### src/rtl/addsub_pkg.sv
// Shared definitions for the pipelined add/sub datapath.
//   OP_ADD / OP_SUB / OP_ADC / OP_SBB : 2-bit operation encodings on in_op.
//   op_invert_b(op)    : 1 when operand B enters the adder inverted (SUB, SBB).
//   op_carry0(op, cin) : carry fed into the lowest segment.
package addsub_pkg;

    localparam logic [1:0] OP_ADD = 2'b00;
    localparam logic [1:0] OP_SUB = 2'b01;
    localparam logic [1:0] OP_ADC = 2'b10;
    localparam logic [1:0] OP_SBB = 2'b11;

    function automatic logic op_invert_b(input logic [1:0] op);
        logic inv_s;
        case (op)
            OP_ADD:  inv_s = 1'b0;
            OP_SUB:  inv_s = 1'b1;
            OP_ADC:  inv_s = 1'b0;
            OP_SBB:  inv_s = 1'b1;
            default: inv_s = 1'b0;
        endcase
        return inv_s;
    endfunction

    // SBB computes A + ~B + ~bin, so the borrow-in enters inverted.
    function automatic logic op_carry0(input logic [1:0] op, input logic cin);
        logic c0_s;
        case (op)
            OP_ADD:  c0_s = 1'b0;
            OP_SUB:  c0_s = 1'b1;
            OP_ADC:  c0_s = cin;
            OP_SBB:  c0_s = ~cin;
            default: c0_s = 1'b0;
        endcase
        return c0_s;
    endfunction

endpackage

### src/rtl/addsub_seg.sv
// Combinational SEG-bit slice of the carry chain.
//   a, b : operand slices (b already inverted for subtraction)
//   ci   : carry into the slice
//   s    : slice sum
//   co   : carry out of the slice
//   ovf  : signed overflow judged at this slice's MSB; only meaningful for the
//          topmost slice of the word
module addsub_seg #(
    parameter int SEG = 4
) (
    input  logic [SEG-1:0] a,
    input  logic [SEG-1:0] b,
    input  logic           ci,
    output logic [SEG-1:0] s,
    output logic           co,
    output logic           ovf
);

    logic [SEG:0] full_s;

    // Slice add with carry, plus MSB-based overflow detection.
    always_comb begin
        full_s = {1'b0, a} + {1'b0, b} + {{SEG{1'b0}}, ci};
        s      = full_s[SEG-1:0];
        co     = full_s[SEG];
        ovf    = (a[SEG-1] == b[SEG-1]) && (full_s[SEG-1] != a[SEG-1]);
    end

endmodule

### src/rtl/addsub_pipe.sv
// Pipelined WIDTH-bit add/sub/adc/sbb with valid/ready handshake.
// The carry chain is cut into STAGES segments of SEG bits; segment s works on
// bits [s*SEG +: SEG] one cycle after segment s-1, so latency is STAGES cycles.
//   clk, rst              : clock, synchronous active-high reset
//   in_valid/in_ready     : operand handshake
//   in_a, in_b            : operands
//   in_cin                : carry-in (ADC) / borrow-in (SBB)
//   in_op                 : 00 ADD, 01 SUB, 10 ADC, 11 SBB
//   out_valid/out_ready   : result handshake
//   out_sum, out_cout     : result and carry (for SUB/SBB, 1 = no borrow)
//   out_ovf, out_zero, out_neg : signed overflow, zero, negative flags
module addsub_pipe
    import addsub_pkg::*;
#(
    parameter int WIDTH  = 8,
    parameter int STAGES = 2
) (
    input  logic             clk,
    input  logic             rst,
    input  logic             in_valid,
    output logic             in_ready,
    input  logic [WIDTH-1:0] in_a,
    input  logic [WIDTH-1:0] in_b,
    input  logic             in_cin,
    input  logic [1:0]       in_op,
    output logic             out_valid,
    input  logic             out_ready,
    output logic [WIDTH-1:0] out_sum,
    output logic             out_cout,
    output logic             out_ovf,
    output logic             out_zero,
    output logic             out_neg
);

    localparam int SEG = WIDTH / STAGES;

    // Register index k holds a beat after segments 0..k have been computed.
    // opa/opb hold the still-unconsumed operand slices, shifted so that the
    // next slice to add always sits in the low SEG bits (skew delay).
    // sum accumulates the finished low slices in place (de-skew delay).
    logic             vld_q [STAGES];
    logic             vld_d [STAGES];
    logic [WIDTH-1:0] opa_q [STAGES];
    logic [WIDTH-1:0] opa_d [STAGES];
    logic [WIDTH-1:0] opb_q [STAGES];
    logic [WIDTH-1:0] opb_d [STAGES];
    logic [WIDTH-1:0] sum_q [STAGES];
    logic [WIDTH-1:0] sum_d [STAGES];
    logic             cry_q [STAGES];
    logic             cry_d [STAGES];
    logic             ovf_q;
    logic             ovf_d;
    logic             zero_q;
    logic             zero_d;
    logic             neg_q;
    logic             neg_d;

    logic [SEG-1:0]   seg_a_s   [STAGES];
    logic [SEG-1:0]   seg_b_s   [STAGES];
    logic             seg_ci_s  [STAGES];
    logic [SEG-1:0]   seg_s_s   [STAGES];
    logic             seg_co_s  [STAGES];
    logic             seg_ovf_s [STAGES];
    logic [WIDTH-1:0] in_bp_s;
    logic             advance_s;

    // Whole pipeline moves unless a result is waiting on a stalled consumer.
    always_comb begin
        advance_s = !vld_q[STAGES-1] || out_ready;
        in_ready  = advance_s && !rst;
    end

    // Segment inputs: segment 0 straight from the ports, later ones from the
    // previous register stage.
    always_comb begin
        in_bp_s     = in_b ^ {WIDTH{op_invert_b(in_op)}};
        seg_a_s[0]  = in_a[SEG-1:0];
        seg_b_s[0]  = in_bp_s[SEG-1:0];
        seg_ci_s[0] = op_carry0(in_op, in_cin);
        for (int s = 1; s < STAGES; s++) begin
            seg_a_s[s]  = opa_q[s-1][SEG-1:0];
            seg_b_s[s]  = opb_q[s-1][SEG-1:0];
            seg_ci_s[s] = cry_q[s-1];
        end
    end

    for (genvar g = 0; g < STAGES; g++) begin : g_seg
        addsub_seg #(.SEG(SEG)) u_seg (
            .a   (seg_a_s[g]),
            .b   (seg_b_s[g]),
            .ci  (seg_ci_s[g]),
            .s   (seg_s_s[g]),
            .co  (seg_co_s[g]),
            .ovf (seg_ovf_s[g])
        );
    end

    // Next-state of every stage; flags come from the completed word entering
    // the final register so they are available registered with the sum.
    always_comb begin
        vld_d[0]            = in_valid;
        opa_d[0]            = in_a >> SEG;
        opb_d[0]            = in_bp_s >> SEG;
        sum_d[0]            = {WIDTH{1'b0}};
        sum_d[0][SEG-1:0]   = seg_s_s[0];
        cry_d[0]            = seg_co_s[0];
        for (int s = 1; s < STAGES; s++) begin
            vld_d[s]              = vld_q[s-1];
            opa_d[s]              = opa_q[s-1] >> SEG;
            opb_d[s]              = opb_q[s-1] >> SEG;
            sum_d[s]              = sum_q[s-1];
            sum_d[s][s*SEG +: SEG] = seg_s_s[s];
            cry_d[s]              = seg_co_s[s];
        end
        ovf_d  = seg_ovf_s[STAGES-1];
        zero_d = (sum_d[STAGES-1] == {WIDTH{1'b0}});
        neg_d  = sum_d[STAGES-1][WIDTH-1];
    end

    // Pipeline registers: cleared on reset, frozen (bubbles included) on stall.
    always_ff @(posedge clk) begin
        if (rst) begin
            for (int s = 0; s < STAGES; s++) begin
                vld_q[s] <= 1'b0;
                opa_q[s] <= {WIDTH{1'b0}};
                opb_q[s] <= {WIDTH{1'b0}};
                sum_q[s] <= {WIDTH{1'b0}};
                cry_q[s] <= 1'b0;
            end
            ovf_q  <= 1'b0;
            zero_q <= 1'b0;
            neg_q  <= 1'b0;
        end else if (advance_s) begin
            for (int s = 0; s < STAGES; s++) begin
                vld_q[s] <= vld_d[s];
                opa_q[s] <= opa_d[s];
                opb_q[s] <= opb_d[s];
                sum_q[s] <= sum_d[s];
                cry_q[s] <= cry_d[s];
            end
            ovf_q  <= ovf_d;
            zero_q <= zero_d;
            neg_q  <= neg_d;
        end
    end

    // Result port mapping from the final stage.
    always_comb begin
        out_valid = vld_q[STAGES-1];
        out_sum   = sum_q[STAGES-1];
        out_cout  = cry_q[STAGES-1];
        out_ovf   = ovf_q;
        out_zero  = zero_q;
        out_neg   = neg_q;
    end

endmodule

### config.mk
export PLATFORM = sky130hd
export DESIGN_NAME = addsub_pipe
export DESIGN_NICKNAME = d
export VERILOG_FILES = /design/src/rtl/addsub_pkg.sv /design/src/rtl/addsub_seg.sv /design/src/rtl/addsub_pipe.sv
export SDC_FILE = /design/constraint.sdc
export NUM_CORES = 1
export LEC_CHECK = 0
export CORE_MARGIN = 5
export CORE_UTILIZATION = 47
export DETAILED_ROUTE_END_ITERATION = 8
export PLACE_DENSITY = 0.77
export SETUP_SLACK_MARGIN = 0.3
export SKIP_LAST_GASP = 1
export SLEW_MARGIN = 20
export SYNTH_ARGS = -nofsm -noshare
export SYNTH_HDL_FRONTEND = slang
export SYNTH_SLANG_ARGS = --single-unit
### constraint.sdc
create_clock -name clk -period 3.2 [get_ports clk]
set_input_delay 0.64 -clock clk [delete_from_list [all_inputs] [get_ports clk]]
set_output_delay 0.64 -clock clk [all_outputs]
set_load 0.02 [all_outputs]
==> results of run 1 <==
layer usage:
layer  vias to the layer above  track usage, %  wire (um)
met5                         -               0          0
met1                       413            15.6        960
met2                        29            21.4       1260
li1                        435               -          -
met4                         0            4.68         34
met3                         2            2.80        139
through the flow:
stage                     instance area (um2)  setup slack [ps]  hold WS, ps
after floorplan                          1360               782          497
after global placement                   1770               417          438
after detailed placement                 1770               333          446
after CTS                                1790               391          464
after global routing                     1790               322          516
final                                    1790               424          461
worst register-to-register path: cells and delay by family (launching register included):
| kind | cells | cell delay [ps] |
|---|---|---|
| fa+ha+maj | 2 | 910 |
| buf+inv | 1 | 90 |
| simple gates | 2 | 260 |
| compound gates | 1 | 60 |
| flops | 1 | 430 |
how the worst max path moves through the flow:
stage	from	endpoint	slack, ps	cells past startpoint
after global placement	in_op[0]	cry_q[0][0]$_SDFFCE_PN0P_	420	7
after CTS	out_ready	in_ready	390	5
after global routing	out_ready	in_ready	320	5
after detailed placement	in_op[0]	cry_q[0][0]$_SDFFCE_PN0P_	330	7
final	out_ready	in_ready	420	5
after floorplan	in_op[0]	cry_q[0][0]$_SDFFCE_PN0P_	780	7
cell usage after synthesis:
library cell	count
edfxtp_1	24
and2_1	14
nor2_1	12
xnor2_1	7
xor2_1	7
ha_1	6
inv_1	6
fa_1	4
a21oi_1	3
dfxtp_1	3
nand2_1	3
a21o_1	2
buf_2	2
a211oi_2	1
a22o_1	1
buf_4	1
nand2b_2	1
nand2b_4	1
nand4_1	1
nor2_2	1
nor2b_1	1
nor4b_1	1
o21ai_0	1
o21ai_1	1
o31ai_1	1
cell type report:
class | count | area, um2
tap | 31 | 38.8
inverter | 6 | 22.5
clock buffer | 4 | 26.3
multi-input combinational | 69 | 541
fill | 235 | 966
sequential | 27 | 781
timing repair buffer | 39 | 383
sequential cells by signal, summed over array words and instances (netlist names):
| name | flops |
|---|---|
| cry_q | 2 |
| opa_q | 4 |
| vld_q | 2 |
| out_ovf | 1 |
| sum_q | 12 |
| out_neg | 1 |
| opb_q | 4 |
| out_zero | 1 |
cells by family after synthesis:
logic type                 share of synthesized area, %
adders and majority gates                          11.4
DFF                                                57.4
xor gates and xnor gates                           9.01
and+or+nand+nor                                    14.2
AOI/OAI and AO/OA                                  5.05
buffers and inverters                              2.94
power by group through the flow:
| stage | Combinational (mW) | Sequential, mW | Clock (mW) |
|---|---|---|---|
| floorplan | 0.100 | 0.480 | 0 |
| global placement | 0.212 | 0.453 | 0 |
| detailed placement | 0.222 | 0.458 | 0 |
| CTS | 0.223 | 0.449 | 0.145 |
| global route | 0.242 | 0.453 | 0.165 |
| finish | 0.220 | 0.448 | 0.144 |
==> flow_metrics.tcl, run 1 <==
set metrics [dict create \
    largest_net_degree_at_the_start_of_global_routing 17 \
    syn-cell-area_um2 1360 \
    cell_row_count 19 \
    power.share.sequential_pct 55.2 \
    top_level_ports 37 \
    finClkSkew_ps 10.1 \
    number_of_nets_in_the_final_layout 179 \
    cts.repair_timing.setup_buffer_count 0 \
    tns_ps 0 \
    p_per_area_nw_per_um2 453 \
    synth_area_leader_cell "edfxtp_1" \
    worstHoldPathCells 2 \
    worstHoldEndpoint "out_zero$_SDFFE_PP0P_" \
    mostFrequentLayoutCells "clkdlybuf4s50_1, edfxtp_1, and2_1" \
    core-area_um2 2760 \
    crit_path_max_fo 12 \
    worst-r2r-setup-slack_ps 1360 \
    cellInternalPower_mw 0.595 \
    post-place-cells 172 \
    clock_input_transition_at_the_sequential_cells_of_the_worst_setup_and_hold_paths_ps 140 \
    final_cell_count_no_fill 176 \
    post_synth_inst_count 105 \
    clockPowerShare_pct 17.7 \
    critical-path-top-delay-family "buffers and inverters" \
    irDropWorstVdd_uv 314 \
    finalHoldViolCount 0 \
    detailed_route_drc_error_count 0 \
    clock_sinks 27 \
    ys.warnings.count 0 \
    via_count_of_the_first_global_routing_pass 896 \
    cp_slowest_cell "clkdlybuf4s50_1" \
    total_power_mw 0.811 \
    setup-violations-final 0 \
    fraction_of_layout_instances_using_a_drive_strength_above_1_pct 6.90 \
    combinationalPowerShare_pct 27.1 \
    timing.final.crit_share_pct 86.7 \
    cts.htree.levels 1 \
    grt_pass1_wl_mm 4.10 \
    starting_density_of_the_core_pct 49.4 \
    placement.io_buffers 36 \
    clockBufferDepth 2 \
    tritoncts.num_buffers 3 \
    cts_root_buf "clkbuf_4" \
    gp_congestion 0.789 \
    antenna_cells 0 \
    die_height_um 63.8 \
    crit_path_max_incr_delay_ps 630 \
    routed_wire_length_per_instance_um 13.6 \
    ys_seq_elements 27 \
    max_cap_viol_count 0 \
    setup.worst_path.end_class "primary output" \
    utilization_pct 65.0 \
    status "finished, final reports clean" \
    layout.cells.most_common "clkdlybuf4s50_1" \
    dr_total_vias 879 \
    horizontal_die_dimension_um 63.8 \
    area_growth_pct 31.6 \
    worstHoldPathType "reg -> reg" \
    hold_path.startpoint "out_zero$_SDFFE_PP0P_" \
    netlist-cell-type-count 25 \
    grt_overflow_total 0 \
    worstReg2RegEnd "out_zero$_SDFFE_PP0P_" \
    power.static_leakage_nw 0.717 \
    timing.fmax_ghz 0.360 \
    reg2regPathDepth 6 \
    worst_slew_pin_slew_ps 453 \
    final_antenna_net_count 0 \
    cp_cell_sequence "clkdlybuf4s50_1 -> nand2b_4 -> nand2b_2 -> inv_1 -> clkdlybuf4s50_1" \
    synth.avg_cell_area_um2 13.0 \
    synth_top_cell_area_share_pct 52.9 \
    detail_route.vias_per_cell 4.99 \
    switching_power_mw 0.216 \
    timing.slew.headroom_pct 69.7 \
    finalCriticalPeriod_ps 2780 \
    hpwlAfterDp_mm 1.95 \
    critical_path_buf_inv_count 3 \
    rsz0062_at_grt "false" \
    insertion_delay_ps 320 \
    total_die_area_um2 4070 \
    drt_first_pass_iters 4 \
    holdBufCountCts 0 \
    synth.yosys.seq_area_share_pct 57.4 \
    critical_path_class "in -> out" \
    detail_route.wirelength_mm 2.39 \
    critical_path.reg2reg.startpoint "cry_q[0][0]$_SDFFCE_PN0P_" \
    tritoncts "yes" \
    post_cts_resize_count 0 \
    power.share.switching_pct 26.6 \
    cpMostUsedCell "clkdlybuf4s50_1" \
    finalMaxSlewViolations 0 \
    groute.usage.overall_pct 12.6 \
    mappedNetlistNets 138 \
    critPathRequiredTime_ps 2560 \
    synth_top_cells_by_area "edfxtp_1, and2_1, fa_1, ha_1, xnor2_1" \
    detailedRoute.firstIterationViolations 26 \
    start_kind "primary input" \
    grt_antenna_before_repair 0 \
    worstPathArrival_ps 2140 \
]
(Power assumes the default switching activity.)
==> inputs of run 2 (changes only) <==
--- a/constraint.sdc
+++ b/constraint.sdc
@@ -3,2 +3,2 @@
 set_output_delay 0.64 -clock clk [all_outputs]
-set_load 0.02 [all_outputs]
+set_load 0.005 [all_outputs]
==> flow_metrics.tcl, run 2 (synthesized netlist as in run 1, its figures left out) <==
set metrics [dict create \
    clockPowerShare_pct 18.7 \
    finalCriticalPeriod_ps 2660 \
    cts.repair_timing.setup_buffer_count 0 \
    worstHoldPathType "reg -> reg" \
    number_of_nets_in_the_final_layout 179 \
    area_taken_by_flip_flops_and_latches_um2 781 \
    horizontal_die_dimension_um 63.8 \
    clock_input_transition_at_the_sequential_cells_of_the_worst_setup_and_hold_paths_ps 140 \
    detailed_route_drc_error_count 0 \
    dpl_worst_slack_ps 384 \
    irDropWorstVdd_uv 348 \
    p_per_area_nw_per_um2 437 \
    clock_sinks 27 \
    postLayoutSetupSlackWorst_ps 544 \
    crit_path_max_fo 12 \
    finClkSkew_ps 6.99 \
    combinationalPowerShare_pct 24.3 \
    cp_slowest_cell "clkdlybuf4s50_1" \
    grt_pass1_wl_mm 3.71 \
    cts.htree.levels 1 \
    switching_power_mw 0.189 \
    start_kind "primary input" \
    mostFrequentLayoutCells "clkdlybuf4s50_1, edfxtp_1, and2_1" \
    area_growth_pct 31.6 \
    detailedRoute.firstIterationViolations 28 \
    worstPathArrival_ps 2020 \
    finalHoldViolCount 0 \
    largest_registers "sum_q: 12 flops, opa_q: 4 flops, opb_q: 4 flops" \
    crit_path_max_incr_delay_ps 520 \
    cp_cell_sequence "clkdlybuf4s50_1 -> nand2b_4 -> nand2b_2 -> inv_1 -> clkdlybuf4s50_1" \
    power.share.sequential_pct 57.0 \
    timing.final.crit_share_pct 83.0 \
    hpwlAfterDp_mm 1.86 \
    power.share.switching_pct 24.1 \
    tritoncts "yes" \
    cts_root_buf "clkbuf_4" \
    clockBufferDepth 2 \
    status "finished, final reports clean" \
    insertion_delay_ps 320 \
    antenna_cells 0 \
    total_die_area_um2 4070 \
    cellInternalPower_mw 0.594 \
    largest_net_degree_at_the_start_of_global_routing 17 \
    cpMostUsedCell "clkdlybuf4s50_1" \
    top_level_ports 37 \
    worstHoldPathCells 2 \
    setup.worst_path.end_class "primary output" \
    placement.io_buffers 36 \
    largest-register "sum_q" \
    dr_total_vias 843 \
    cell_row_count 19 \
    tns_ps 0 \
    final_antenna_net_count 0 \
    max_cap_viol_count 0 \
    layout.cells.most_common "clkdlybuf4s50_1" \
    critPathRequiredTime_ps 2560 \
    tritoncts.num_buffers 3 \
    drt_first_pass_iters 4 \
    via_count_of_the_first_global_routing_pass 806 \
    detail_route.wirelength_mm 2.32 \
    gp_congestion 0.815 \
    post_cts_resize_count 0 \
    grt_overflow_total 0 \
    detail_route.vias_per_cell 4.79 \
    rsz0062_at_grt "false" \
    routed_wire_length_per_instance_um 13.2 \
    timing.slew.headroom_pct 68.2 \
    largest_reg_flops 12 \
    grt_antenna_before_repair 0 \
    num-fill-cells 210 \
    holdBufCountCts 0 \
    setup-violations-final 0 \
    timing.fmax_ghz 0.376 \
    finalMaxSlewViolations 0 \
    power.static_leakage_nw 0.717 \
    fraction_of_layout_instances_using_a_drive_strength_above_1_pct 6.90 \
    critical_path_class "in -> out" \
    die_height_um 63.8 \
    worst_slew_pin_slew_ps 477 \
    multi_input_comb_area_um2 541 \
    starting_density_of_the_core_pct 49.4 \
    groute.usage.overall_pct 11.6 \
    core-area_um2 2760 \
    reg2regPathDepth 6 \
]
-- run 2: cell counts in the layout (fill, tap and decap cells not counted) --
No cell type changed its count.
-- run 2: path summary, 6_finish.rpt --
path / slack [ps] / to / start
hold reg to reg: 460 / out_zero$_SDFFE_PP0P_ / out_zero$_SDFFE_PP0P_
setup / recovery: 540 / in_ready / out_ready
setup reg to reg: 1360 / out_zero$_SDFFE_PP0P_ / cry_q[0][0]$_SDFFCE_PN0P_
hold / removal: 460 / out_zero$_SDFFE_PP0P_ / out_zero$_SDFFE_PP0P_
-- run 2: cell type report --
cell class / instances / area share, %
clock buffer: 4 / 1.47
tap: 31 / 2.16
inverter: 6 / 1.26
sequential: 27 / 43.6
timing repair buffer: 39 / 21.4
multi-input combinational: 69 / 30.2
-- run 2: per-stage QoR --
step	cells	util [%]	instance area, um2	total power, mW	hold slack [ps]
2_1_floorplan	105	-	1360	0.555	442
3_5_place_dp	172	64.0	1770	0.649	445
6_report	176	65.0	1790	0.783	461
5_1_grt	176	65.0	1790	0.830	488
3_3_place_gp	172	64.0	1770	0.640	439
4_1_cts	176	65.0	1790	0.791	463
-- run 2: power groups by stage --
stage | clock (mW) | combinational (mW) | sequential (mW)
2_1_floorplan | 0 | 0.0994 | 0.456
3_3_place_gp | 0 | 0.187 | 0.453
3_5_place_dp | 0 | 0.193 | 0.456
4_1_cts | 0.150 | 0.194 | 0.447
5_1_grt | 0.167 | 0.213 | 0.451
6_report | 0.146 | 0.190 | 0.446
-- run 2: critical path, delay by kind of cell --
kind / cells / cell delay [ps]
buffers and inverters: 3 / 1090
AND/OR/NAND/NOR: 2 / 280
-- run 2: layer usage --
layer / track usage (%) / wire (um) / vias up
li1: - / - / 436
met3: 2.10 / 106 / 4
met2: 19.5 / 1180 / 29
met5: 0 / 0 / -
met4: 6.23 / 46 / 0
met1: 14.2 / 989 / 374
==> inputs of run 3 (changes only) <==
clock period = 2.6 ns   (was 3.2 ns; I/O delays follow)
==> flow_metrics.tcl, run 3 (synthesized netlist as in run 1, its figures left out) <==
set metrics [dict create \
    switching_power_mw 0.239 \
    cts.htree.levels 1 \
    die_height_um 63.8 \
    p_per_area_nw_per_um2 535 \
    critical_path.reg2reg.startpoint "cry_q[0][0]$_SDFFCE_PN0P_" \
    critical_path_buf_inv_count 1 \
    core-area_um2 2760 \
    detailedRoute.firstIterationViolations 20 \
    irDropWorstVdd_uv 371 \
    timing.hold.ws_ps 466 \
    multi_input_comb_area_um2 551 \
    dr_total_vias 871 \
    via_count_of_the_first_global_routing_pass 888 \
    hpwlAfterDp_mm 1.80 \
    cp_slowest_cell "clkdlybuf4s50_1" \
    routed_wire_length_per_instance_um 12.9 \
    layout.cells.most_common "clkdlybuf4s50_1" \
    gp_congestion 0.775 \
    crit_path_max_fo 2 \
    rsz0062_at_grt "false" \
    worst_slew_pin_slew_ps 870 \
    drt_first_pass_iters 4 \
    power.static_leakage_nw 0.733 \
    detailed_route_drc_error_count 0 \
    horizontal_die_dimension_um 63.8 \
    max_cap_viol_count 0 \
    area_growth_pct 33.3 \
    clock_sinks 27 \
    place_area_um2 1770 \
    power.share.sequential_pct 56.6 \
    largest_registers "sum_q: 12 flops, opa_q: 4 flops, opb_q: 4 flops" \
    tritoncts "yes" \
    crit_path_max_incr_delay_ps 450 \
    largest_reg_flops 12 \
    critPathRequiredTime_ps 2710 \
    combinationalPowerShare_pct 24.6 \
    detail_route.wirelength_mm 2.29 \
    top_level_ports 37 \
    finalHoldViolCount 0 \
    number_of_nets_in_the_final_layout 180 \
    critical_path_class "in -> reg" \
    tns_ps 0 \
    power.share.switching_pct 24.6 \
    tritoncts.num_buffers 3 \
    detail_route.vias_per_cell 4.92 \
    setup.worst_path.end_class "flop" \
    start_kind "primary input" \
    setup-violations-final 0 \
    cp_cell_sequence "clkdlybuf4s50_1 -> nand2_1 -> xnor2_1 -> fa_2 -> fa_1 -> a21o_1 -> a21oi_1 -> nor2_1" \
    finalCriticalPeriod_ps 2180 \
    finish.instance_area_um2 1810 \
    grt_antenna_before_repair 0 \
    worstHoldEndpoint "out_ovf$_SDFFE_PP0P_" \
    antenna_cells 0 \
    cellInternalPower_mw 0.732 \
    grt_overflow_total 0 \
    timing.slew.headroom_pct 41.9 \
    largest-register "sum_q" \
    num-fill-cells 208 \
    timing.final.crit_share_pct 83.9 \
    largest_net_degree_at_the_start_of_global_routing 25 \
    worstHoldPathType "reg -> reg" \
    hold_path.startpoint "out_ovf$_SDFFE_PP0P_" \
    cts_root_buf "clkbuf_4" \
    finalMaxSlewViolations 0 \
    cts.repair_timing.setup_buffer_count 0 \
    cell_row_count 19 \
    clockBufferDepth 2 \
    grt_pass1_wl_mm 3.83 \
    starting_density_of_the_core_pct 49.4 \
    status "finished, final reports clean" \
    worstReg2RegEnd "out_zero$_SDFFE_PP0P_" \
    fraction_of_layout_instances_using_a_drive_strength_above_1_pct 9.59 \
    total_die_area_um2 4070 \
    finClkSkew_ps 15.3 \
    mostFrequentLayoutCells "clkdlybuf4s50_1, edfxtp_1, and2_1" \
    clockPowerShare_pct 18.8 \
    utilization_pct 65.8 \
    holdBufCountCts 0 \
    area_taken_by_flip_flops_and_latches_um2 781 \
    timing.fmax_ghz 0.458 \
    total_power_mw 0.971 \
    groute.usage.overall_pct 11.6 \
    reg2regPathDepth 6 \
    final_antenna_net_count 0 \
    worstPathArrival_ps 2290 \
    clock_input_transition_at_the_sequential_cells_of_the_worst_setup_and_hold_paths_ps 150 \
    placement.io_buffers 36 \
    critical-path-top-delay-family "adder cells" \
    insertion_delay_ps 330 \
    worstHoldPathCells 2 \
    worst-r2r-setup-slack_ps 740 \
]
-- run 3: power by group through the flow --
stage               combinational, mW  sequential [mW]  clock, mW
finish                          0.239            0.550      0.183
global route                    0.268            0.556      0.204
global placement                0.234            0.558          0
CTS                             0.243            0.551      0.187
floorplan                       0.122            0.561          0
detailed placement              0.241            0.561          0
-- run 3: worst max path at each step --
stage,from,to,depth (start not counted)
2_1_floorplan,in_op[0],cry_q[0][0]$_SDFFCE_PN0P_,7
3_3_place_gp,in_op[0],cry_q[0][0]$_SDFFCE_PN0P_,7
3_5_place_dp,in_op[0],cry_q[0][0]$_SDFFCE_PN0P_,7
5_1_grt,in_cin,cry_q[0][0]$_SDFFCE_PN0P_,8
4_1_cts,out_ready,in_ready,5
6_report,in_cin,cry_q[0][0]$_SDFFCE_PN0P_,8
-- run 3: worst register-to-register path: stages, from the launching register on --
cell and delay, ps:
edfxtp_1 440, fa_1 490, inv_1 90, fa_1 430, nor4b_1 170, nand4_1 100
o21ai_1 60
-- run 3: final cells by class --
| cell class | count | share of cell area [%] |
|---|---|---|
| clock inverter | 1 | 0.414 |
| inverter | 6 | 1.24 |
| clock buffer | 3 | 1.24 |
| multi-input combinational | 69 | 30.3 |
| tap | 31 | 2.14 |
| sequential | 27 | 43.0 |
| timing repair buffer | 40 | 21.6 |
-- run 3: what timing repair did --
item	CTS	global route
endpoints found under the setup margin	2	2
resized for setup	2	2
hold endpoints to repair	0	0
-- run 3: stage by stage --
stage | std cells | setup WS (ps)
floorplan | 105 | 302
global placement | 173 | -38.2
detailed placement | 173 | -77.3
CTS | 177 | 322
global route | 177 | 335
finish | 177 | 418
-- run 3: metal layers --
metal	global-route usage [%]	wire [um]	vias to the layer above
met4	4.68	29	0
met2	22.0	1220	33
met5	0	0	-
met3	1.93	158	2
met1	12.7	883	400
li1	-	-	436
